$ cat src/rtl/rcs_pkg.sv
// ----------------------------------------------------------------------------
// rcs_pkg
// Shared types and helpers for ripple_count_sampler.
//   rcs_state_t : sampler state (SEED until the first value is accepted,
//                 then TRACK)
//   ERR_CNT_W   : width of the optional step-error counter
//   rcs_delta   : source step distance between two accepted counts,
//                 taken modulo 2^in_w and oriented by count direction
// ----------------------------------------------------------------------------
package rcs_pkg;

    typedef enum logic [0:0] {
        SEED  = 1'b0,
        TRACK = 1'b1
    } rcs_state_t;

    localparam int ERR_CNT_W = 8;

    // Number of source steps taken to move from 'last' to 'cand'.
    // A down-counter moves last -> last-1, so its distance is last-cand.
    function automatic int unsigned rcs_delta(
        input int unsigned last,
        input int unsigned cand,
        input int unsigned in_w,
        input bit          down
    );
        int unsigned mask;
        mask = (32'd1 << in_w) - 32'd1;
        if (down) return (last - cand) & mask;
        else      return (cand - last) & mask;
    endfunction

endpackage

$ cat src/rtl/sync_2ff.sv
// ----------------------------------------------------------------------------
// sync_2ff
// Single-bit two-flop synchronizer with asynchronous active-high reset.
//   clk : destination clock
//   rst : asynchronous reset, active high (both stages clear to 0)
//   d   : asynchronous input bit
//   q   : synchronized output (second stage)
// ----------------------------------------------------------------------------
module sync_2ff (
    input  logic clk,
    input  logic rst,
    input  logic d,
    output logic q
);

    logic s1;

    always_ff @(posedge clk or posedge rst) begin
        if (rst) begin
            s1 <= 1'b0;
            q  <= 1'b0;
        end else begin
            s1 <= d;
            q  <= s1;
        end
    end

endmodule

$ cat src/rtl/ripple_count_sampler.sv
// ----------------------------------------------------------------------------
// ripple_count_sampler
// Samples an asynchronous ripple counter into the clk domain, filters out
// ripple-settling glitches, and converts accepted count changes into a
// saturating event accumulator plus wrap / step-error / drop pulses.
//
// Ports:
//   clk, rst    : clock, asynchronous active-high reset
//   cnt_in      : ripple counter bits (asynchronous, bits not coherent)
//   clr         : synchronous clear of acc, acc_sat, out_valid, baseline
//   out_ready   : consumer accepts out_count
//   out_valid   : out_count holds an unconsumed accepted value
//   out_count   : last accepted count
//   acc         : saturating total of source steps since reset/clr
//   acc_sat     : sticky, acc reached all-ones
//   wrap_pulse  : one cycle, source wrapped
//   step_err    : one cycle, accepted step distance was not 1
//   drop_pulse  : one cycle, an unconsumed out_count was overwritten
//   err_cnt     : (only with RCS_ERR_CNT_EN) saturating count of step_err
//   state_dbg   : current sampler state (0 = SEED, 1 = TRACK)
//
// Output handshake: out_count is offered while out_valid is high and is
// consumed on any cycle with out_valid && out_ready. A new accept always
// loads out_count and holds out_valid high; if the old value was not being
// consumed in that cycle, drop_pulse marks the loss.
//
// Optional build macro: RCS_ERR_CNT_EN adds the err_cnt output.
// ----------------------------------------------------------------------------
module ripple_count_sampler
    import rcs_pkg::*;
#(
    parameter int IN_W     = 4,
    parameter int STABLE_N = 2,
    parameter int ACC_W    = 16,
    parameter int DOWN     = 1
) (
    input  logic                 clk,
    input  logic                 rst,
    input  logic [IN_W-1:0]      cnt_in,
    input  logic                 clr,
    input  logic                 out_ready,
    output logic                 out_valid,
    output logic [IN_W-1:0]      out_count,
    output logic [ACC_W-1:0]     acc,
    output logic                 acc_sat,
    output logic                 wrap_pulse,
    output logic                 step_err,
    output logic                 drop_pulse,
`ifdef RCS_ERR_CNT_EN
    output logic [ERR_CNT_W-1:0] err_cnt,
`endif
    output logic                 state_dbg
);

    localparam int SW = (STABLE_N > 1) ? $clog2(STABLE_N) + 1 : 1;
    localparam logic [SW-1:0]   STAB_MAX = SW'(STABLE_N - 1);
    localparam logic [IN_W-1:0] CNT_MAX  = '1;

    logic [IN_W-1:0]  s2;
    logic [IN_W-1:0]  cand;
    logic [SW-1:0]    stab_cnt;
    logic [IN_W-1:0]  last_q;
    rcs_state_t       state_q;

    logic             accept;
    logic [IN_W-1:0]  delta;
    logic [ACC_W:0]   acc_sum;
    logic [ACC_W-1:0] acc_next;
    logic             wrap;

    for (genvar i = 0; i < IN_W; i++) begin : g_sync
        sync_2ff u_sync (
            .clk (clk),
            .rst (rst),
            .d   (cnt_in[i]),
            .q   (s2[i])
        );
    end

    // Stability filter. stab_cnt saturates at STAB_MAX so a value that was
    // already stable when clr wiped the baseline is accepted right away.
    always_ff @(posedge clk or posedge rst) begin
        if (rst) begin
            cand     <= '0;
            stab_cnt <= '0;
        end else if (s2 != cand) begin
            cand     <= s2;
            stab_cnt <= '0;
        end else if (stab_cnt != STAB_MAX) begin
            stab_cnt <= stab_cnt + SW'(1);
        end
    end

    always_comb begin
        accept   = (stab_cnt == STAB_MAX) && (cand != last_q);
        delta    = IN_W'(rcs_delta(32'(last_q), 32'(cand), 32'(IN_W), DOWN != 0));
        acc_sum  = {1'b0, acc} + (ACC_W+1)'(delta);
        acc_next = acc_sum[ACC_W] ? '1 : acc_sum[ACC_W-1:0];
        if (DOWN != 0) wrap = (last_q == '0) && (cand == CNT_MAX);
        else           wrap = (last_q == CNT_MAX) && (cand == '0);
    end

    always_ff @(posedge clk or posedge rst) begin
        if (rst) begin
            state_q    <= SEED;
            last_q     <= '0;
            out_valid  <= 1'b0;
            out_count  <= '0;
            acc        <= '0;
            acc_sat    <= 1'b0;
            wrap_pulse <= 1'b0;
            step_err   <= 1'b0;
            drop_pulse <= 1'b0;
        end else begin
            wrap_pulse <= 1'b0;
            step_err   <= 1'b0;
            drop_pulse <= 1'b0;
            if (clr) begin
                state_q   <= SEED;
                last_q    <= '0;
                out_valid <= 1'b0;
                acc       <= '0;
                acc_sat   <= 1'b0;
            end else begin
                if (out_valid && out_ready) out_valid <= 1'b0;
                if (accept) begin
                    last_q    <= cand;
                    out_count <= cand;
                    out_valid <= 1'b1;
                    if (out_valid && !out_ready) drop_pulse <= 1'b1;
                    // The seeding accept only establishes the baseline.
                    if (state_q == TRACK) begin
                        acc        <= acc_next;
                        if (acc_next == '1) acc_sat <= 1'b1;
                        wrap_pulse <= wrap;
                        step_err   <= (delta != IN_W'(1));
                    end
                    state_q <= TRACK;
                end
            end
        end
    end

`ifdef RCS_ERR_CNT_EN
    always_ff @(posedge clk or posedge rst) begin
        if (rst) begin
            err_cnt <= '0;
        end else if (clr) begin
            err_cnt <= '0;
        end else if (accept && (state_q == TRACK) && (delta != IN_W'(1))
                     && (err_cnt != '1)) begin
            err_cnt <= err_cnt + ERR_CNT_W'(1);
        end
    end
`endif

    assign state_dbg = state_q;

endmodule

$ cat config.mk
export PLATFORM = sky130hd
export DESIGN_NAME = ripple_count_sampler
export DESIGN_NICKNAME = d
export VERILOG_FILES = /design/src/rtl/rcs_pkg.sv /design/src/rtl/sync_2ff.sv /design/src/rtl/ripple_count_sampler.sv
export SDC_FILE = /design/constraint.sdc
export NUM_CORES = 1
export LEC_CHECK = 0
export CAP_MARGIN = 30
export CORE_UTILIZATION = 50
export CTS_CLUSTER_SIZE = 8
export DETAILED_ROUTE_END_ITERATION = 7
export GPL_TIMING_DRIVEN = 0
export HOLD_SLACK_MARGIN = 0.02
export PLACE_DENSITY = 0.75
export SLEW_MARGIN = 20
export SYNTH_ARGS = -nofsm -noshare
export SYNTH_HDL_FRONTEND = slang
export SYNTH_SLANG_ARGS = --single-unit
$ cat constraint.sdc
create_clock -name clk -period 9 [get_ports clk]
set_clock_uncertainty 0.1 [all_clocks]
set_input_delay 1.8 -clock clk [delete_from_list [all_inputs] [get_ports clk]]
set_output_delay 1.8 -clock clk [all_outputs]
set_load 0.02 [all_outputs]
# ---- Word-level counts from Yosys, hierarchy flattened
# Index checks and enable logic that the tools add are counted.
dict set report word_totals {
  register_bits 44
  inputBits 8
  out_inout_bits 26
  word_cells 70
}
dict set report classes {
  add_sub_neg 3
  eq_ne 7
  n_mux 26
  bitwise_logic 1
  n_reduce_logical 14
}
# cell count
set ops {}
lappend ops {{16-bit 2-to-1 mux} 4}
lappend ops {{1-bit 2-to-1 mux} 18}
lappend ops {{16-bit by 4-bit adder with 17-bit output} 1}
lappend ops {{16-bit equality test (second input constant)} 1}
lappend ops {{4-bit 2-to-1 mux} 2}
lappend ops {{4-bit != test} 2}
lappend ops {{2-bit nonzero test} 4}
lappend ops {{4-bit equality test (second input constant)} 1}
lappend ops {{1-bit logical AND} 4}
lappend ops {{4-bit zero test} 1}
lappend ops {{2-bit 2-to-1 mux} 2}
lappend ops {{4-bit by 1-bit != test with 1-bit output (second input constant)} 1}
lappend ops {{2-bit AND reduction} 2}
lappend ops {{4-bit subtractor} 1}
lappend ops {{3-bit AND reduction} 1}
lappend ops {{3-bit nonzero test} 1}
lappend ops {{2-bit by 1-bit adder with 2-bit output (second input constant)} 1}
lappend ops {{2-bit by 1-bit equality test with 1-bit output (second input constant)} 1}
lappend ops {{2-bit by 1-bit != test with 1-bit output (second input constant)} 1}
lappend ops {{1-bit zero test} 1}
lappend ops {{1-bit NOT} 1}

# ---- Longest topological paths before layout
dict set report logic_depth {
  ltp_word 8
  mapped_depth 14
  depth_no_buf 13
}

# ---- Hierarchy
# Synthesis repeated with hierarchy kept, for this count alone.
dict set report unflattened {
  hier_cells 243
  area_unflattened_um2 2366.0
}
# module n_inst cells_per_inst area_per_inst_um2 seq_area_each_um2
set by_module_without_submodules {}
lappend by_module_without_submodules {ripple_count_sampler 1 231 2150.8 900.9}
lappend by_module_without_submodules {sync_2ff 4 3 53.8 50.0}

# ---- Least setup slack after synthesis
# Ideal clock, no wire load.
dict set report synth_path {
  path_kind {register to register}
  startpoint {register cand[1]}
  endpoint {register acc_sat}
  setup_ns 0.083
  arrival_time_ns 2.809
  required_ns 8.817
  slack_ns 6.008
  stages_incl_launch_ff 14
  n_path_buf 1
  period_less_slack_ns 2.992
  cell_sequence {dfrtp_1 inv_1 ha_1 a21o_1 a21oi_1 xor2_1 ha_1 buf_2 o211a_1 o211a_1 nand2_1 mux2i_1 or4_1 o22ai_1}
}
dict set report synth_between {
  elab_chain_cells 6
  elab_cells_between_ends 9
  cone_classes {2 x add/sub; 2 x eq/ne; 1 x mux; 4 x reduce/logical}
}
# item line
set synth_lines {}
lappend synth_lines {{from (decl)} ripple_count_sampler.sv:60} ;# logic [IN_W-1:0] cand;
lappend synth_lines {{from (signal assigned)} ripple_count_sampler.sv:84} ;# cand <= '0;
lappend synth_lines {{from (signal assigned)} ripple_count_sampler.sv:87} ;# cand <= s2;
lappend synth_lines {{4-bit subtractor} rcs_pkg.sv:29} ;# if (down) return (last - cand) & mask;
lappend synth_lines {{16-bit by 4-bit adder with 17-bit output} ripple_count_sampler.sv:97} ;# acc_sum = {1'b0, acc} + (ACC_W+1)'(delta);
lappend synth_lines {{16-bit 2-to-1 mux} ripple_count_sampler.sv:98} ;# acc_next = acc_sum[ACC_W] ? '1 : acc_sum[ACC_W-1:0];
lappend synth_lines {{16-bit equality test} ripple_count_sampler.sv:134} ;# if (acc_next == '1) acc_sat <= 1'b1;
lappend synth_lines {{2-bit nonzero test (no source line)} -}
lappend synth_lines {{3-bit AND reduction (no source line) (*)} -}
lappend synth_lines {{to (signal assigned)} ripple_count_sampler.sv:110} ;# acc_sat <= 1'b0;
lappend synth_lines {{to (signal assigned)} ripple_count_sampler.sv:123} ;# acc_sat <= 1'b0;
lappend synth_lines {{to (signal assigned)} ripple_count_sampler.sv:134}
lappend synth_lines {{to (decl)} ripple_count_sampler.sv:45} ;# output logic acc_sat,
# Mark *: on every way between the ends. The rest lies on a longest branch, timed or not.
# A chain may end at the register's enable or synchronous reset.

# ---- Final worst setup path
dict set report layout_path {
  startpoint {register acc[15]}
  endpoint {output acc[15]}
}
# item line
set layout_rtl {}
lappend layout_rtl {{from (decl)} ripple_count_sampler.sv:44} ;# output logic [ACC_W-1:0] acc,
lappend layout_rtl {{from (signal assigned)} ripple_count_sampler.sv:133} ;# acc <= acc_next;
# No word-level cell between the ends.

==> results.cfg <==
[status]
outcome = completed

[floorplan]
io_pins = 34
dieArea_um2 = 4800
die_x_um = 69.3
core-area_um2 = 4350
rows = 24
dieHeight_um = 69.3
start_util_pct = 52.0

[drt]
antenna_left = 0
totalWireLength_um = 4710
wl_per_cell_um = 14.7
vias_per_cell = 5.62
drt_iter0_markers = 199
dr_total_vias = 1803
drc = 0
drt_pass1_iterations = 4

[sta]
tns_ps = 0
timing.hold.ws_ps = 253
finalCriticalPeriod_ps = 3360
slew_violations = 0
rsz0062_at_grt = no
setup_viol_count_final = 0
relSlewSlack_pct = 67.6
worstMarginPinSlew_ps = 486
fin_crit_sh_pct = 37.3
hold_viol_final = 0
fmax_ghz = 0.298

[place]
numPortBuffers = 33
gp_congestion = 0.945
dp_hpwl_um = 3570

[final_layout]
fillers = 376
fin_util_pct = 63.8
fin_nets = 286
mostFrequentLayoutCell = dfrtp_1
n_antenna_cell = 0
final_cell_mix = 44 x dfrtp_1, 33 x clkdlybuf4s50_1, 26 x nor2_1, 20 x a21oi_1, 13 x inv_1
layout-drive-gt1-share_pct = 8.55
syn2layout_area_growth_pct = 22.7

[synth]
synth_edf_count = 0
yosys.area.top_type = dfrtp_1
ys_ff_latch = 44
synth_top_area_share_pct = 48.6
ys_seq_area_share_pct = 48.6
syn_inst = 227
ys_warn_count = 0
synthArstFlopShare_pct = 100
synth.avg_cell_area_um2 = 9.98
yosysUniqueCellTypes = 44
synth_ff_type = dfrtp_1
syn_nets = 245
synth.cell_area_um2 = 2260
yosys-top-cells-area = dfrtp_1 49%, a21oi_1 4.4%, ha_1 4.4%

[job]
maxCapViolations = 0

[clock_tree]
root_buffer = clkbuf_8
cts_made_buffers = 5
cts.path.max_buffers = 2
path_clk_slew_ps = 90
clk_latency_ps = 300
hold_buffers = 0
clock-sinks = 44
post-cts-setup-buffer-count = 0
cts_resized = 0
cts_tree = yes
cts.htree.levels = 2

[setup_path]
arrival_ps = 1460
crit_buf_inv = 1
critical_path.cell_chain = clkdlybuf4s50_1
cp-start-kind = register
critPathCaptureType = output port
crit_path_top_delay_cell = clkdlybuf4s50_1
cp_top_family = buffers and inverters
critical_path_class = register to output port
cp_max_fo = 8
max_stage_delay_ps = 660
cp.required_ps = 7100

[min_path]
hold_path.class = register to register

[pwr]
leakage_nw = 1.21
ir_drop_uv = 155
pwr_density_cell_nw_per_um2 = 150

[global_routing]
grt_pass1_wl_um = 8340
antenna_found_initial = 0
grt_start_max_net_pins = 33
grt.total_usage_pct = 22.0
grt_pass1_vias = 1764
overflow = 0
==> state kept, by name (all words and copies together), names as in the netlist, 2 cells and up <==
register          cells
out_count             4
stab_cnt              2
g_sync.u_sync.q       4
acc                  16
g_sync.u_sync.s1      4
cand                  4
last_q                4
==> Yosys cell counts (3+ instances only) <==
cell / number
nor3_1: 5
a311oi_1: 4
nor2_1: 26
mux2_2: 4
xor2_1: 4
nand2b_1: 5
clkbuf_1: 7
dfrtp_1: 44
nand2_1: 11
xnor2_1: 10
a211oi_1: 3
inv_1: 14
nand3_1: 3
a21oi_1: 20
o21ai_0: 5
nand4_1: 6
ha_1: 8
o22ai_1: 5
mux2i_1: 5
buf_2: 5
==> final timing paths <==
| path | startpoint | endpoint | slack [ps] | cells past startpoint |
|---|---|---|---|---|
| min in group asynchronous | rst | drop_pulse$_DFF_PP0_ | 1660 | 2 |
| min reg2reg | g_sync[3].u_sync.s1$_DFF_PP0_ | g_sync[3].u_sync.q$_DFF_PP0_ | 250 | 0 |
| min | g_sync[3].u_sync.s1$_DFF_PP0_ | g_sync[3].u_sync.q$_DFF_PP0_ | 250 | 0 |
| max in group asynchronous | rst | cand[3]$_DFFE_PP0P_ | 6680 | 3 |
| max reg2reg | cand[1]$_DFFE_PP0P_ | acc_sat$_DFFE_PP0P_ | 5660 | 13 |
| max | acc[15]$_DFFE_PP0P_ | acc[15] | 5640 | 1 |
==> kinds of logic after synthesis <==
logic type      Yosys count  share of synthesized area (%)
fa+ha+maj                10                           6.19
flops                    44                           48.6
mux                       9                           4.20
buf+inv                  27                           4.75
simple gates             74                           17.1
compound gates           49                           13.8
xor+xnor                 14                           5.41
==> area by class of cell <==
class	count	area, um^2	share of cell area (%)
inverters	14	52.6	1.89
multi-input cells	156	1060	38.0
plain buffers	13	55.1	1.98
repair buffers	34	350	12.6
clock inverters	2	15.0	0.541
well taps	52	65.1	2.34
flip-flops and latches	44	1100	39.6
clock buffers	6	82.6	2.97
==> stage by stage <==
stage                     area [um^2]  power (mW)  setup WS [ps]  instances
after global routing             2780       0.434           5420        321
after detailed placement         2680       0.289           5500        313
after CTS                        2780       0.420           5650        321
after global placement           2660       0.287           5180        312
after floorplan                  2260       0.261           6010        227
final                            2780       0.416           5640        321
==> where the power goes <==
part	total (mW)	internal (mW)	switching (mW)
Sequential	0.216	0.209	0.00692
Clock	0.131	0.0622	0.0690
Combinational	0.0685	0.0333	0.0352
==> worst reg2reg max path: cells and delay by family (launching register included) <==
kind / cells / cell delay (ps)
flops: 1 / 410
compound gates: 5 / 980
buf+inv: 2 / 300
fa+ha+maj: 2 / 600
simple gates: 2 / 590
mux: 1 / 170
xor+xnor: 1 / 110
==> metal layers <==
metal	wire length [um]	part of all wire [%]	track usage (%)	vias up
met2	2200	47	32.9	59
met4	59	1.3	8.39	0
met5	0	0	0	-
met3	257	5.5	4.22	6
met1	2190	47	31.7	862
li1	-	-	-	876
(Power assumes the default switching activity.)
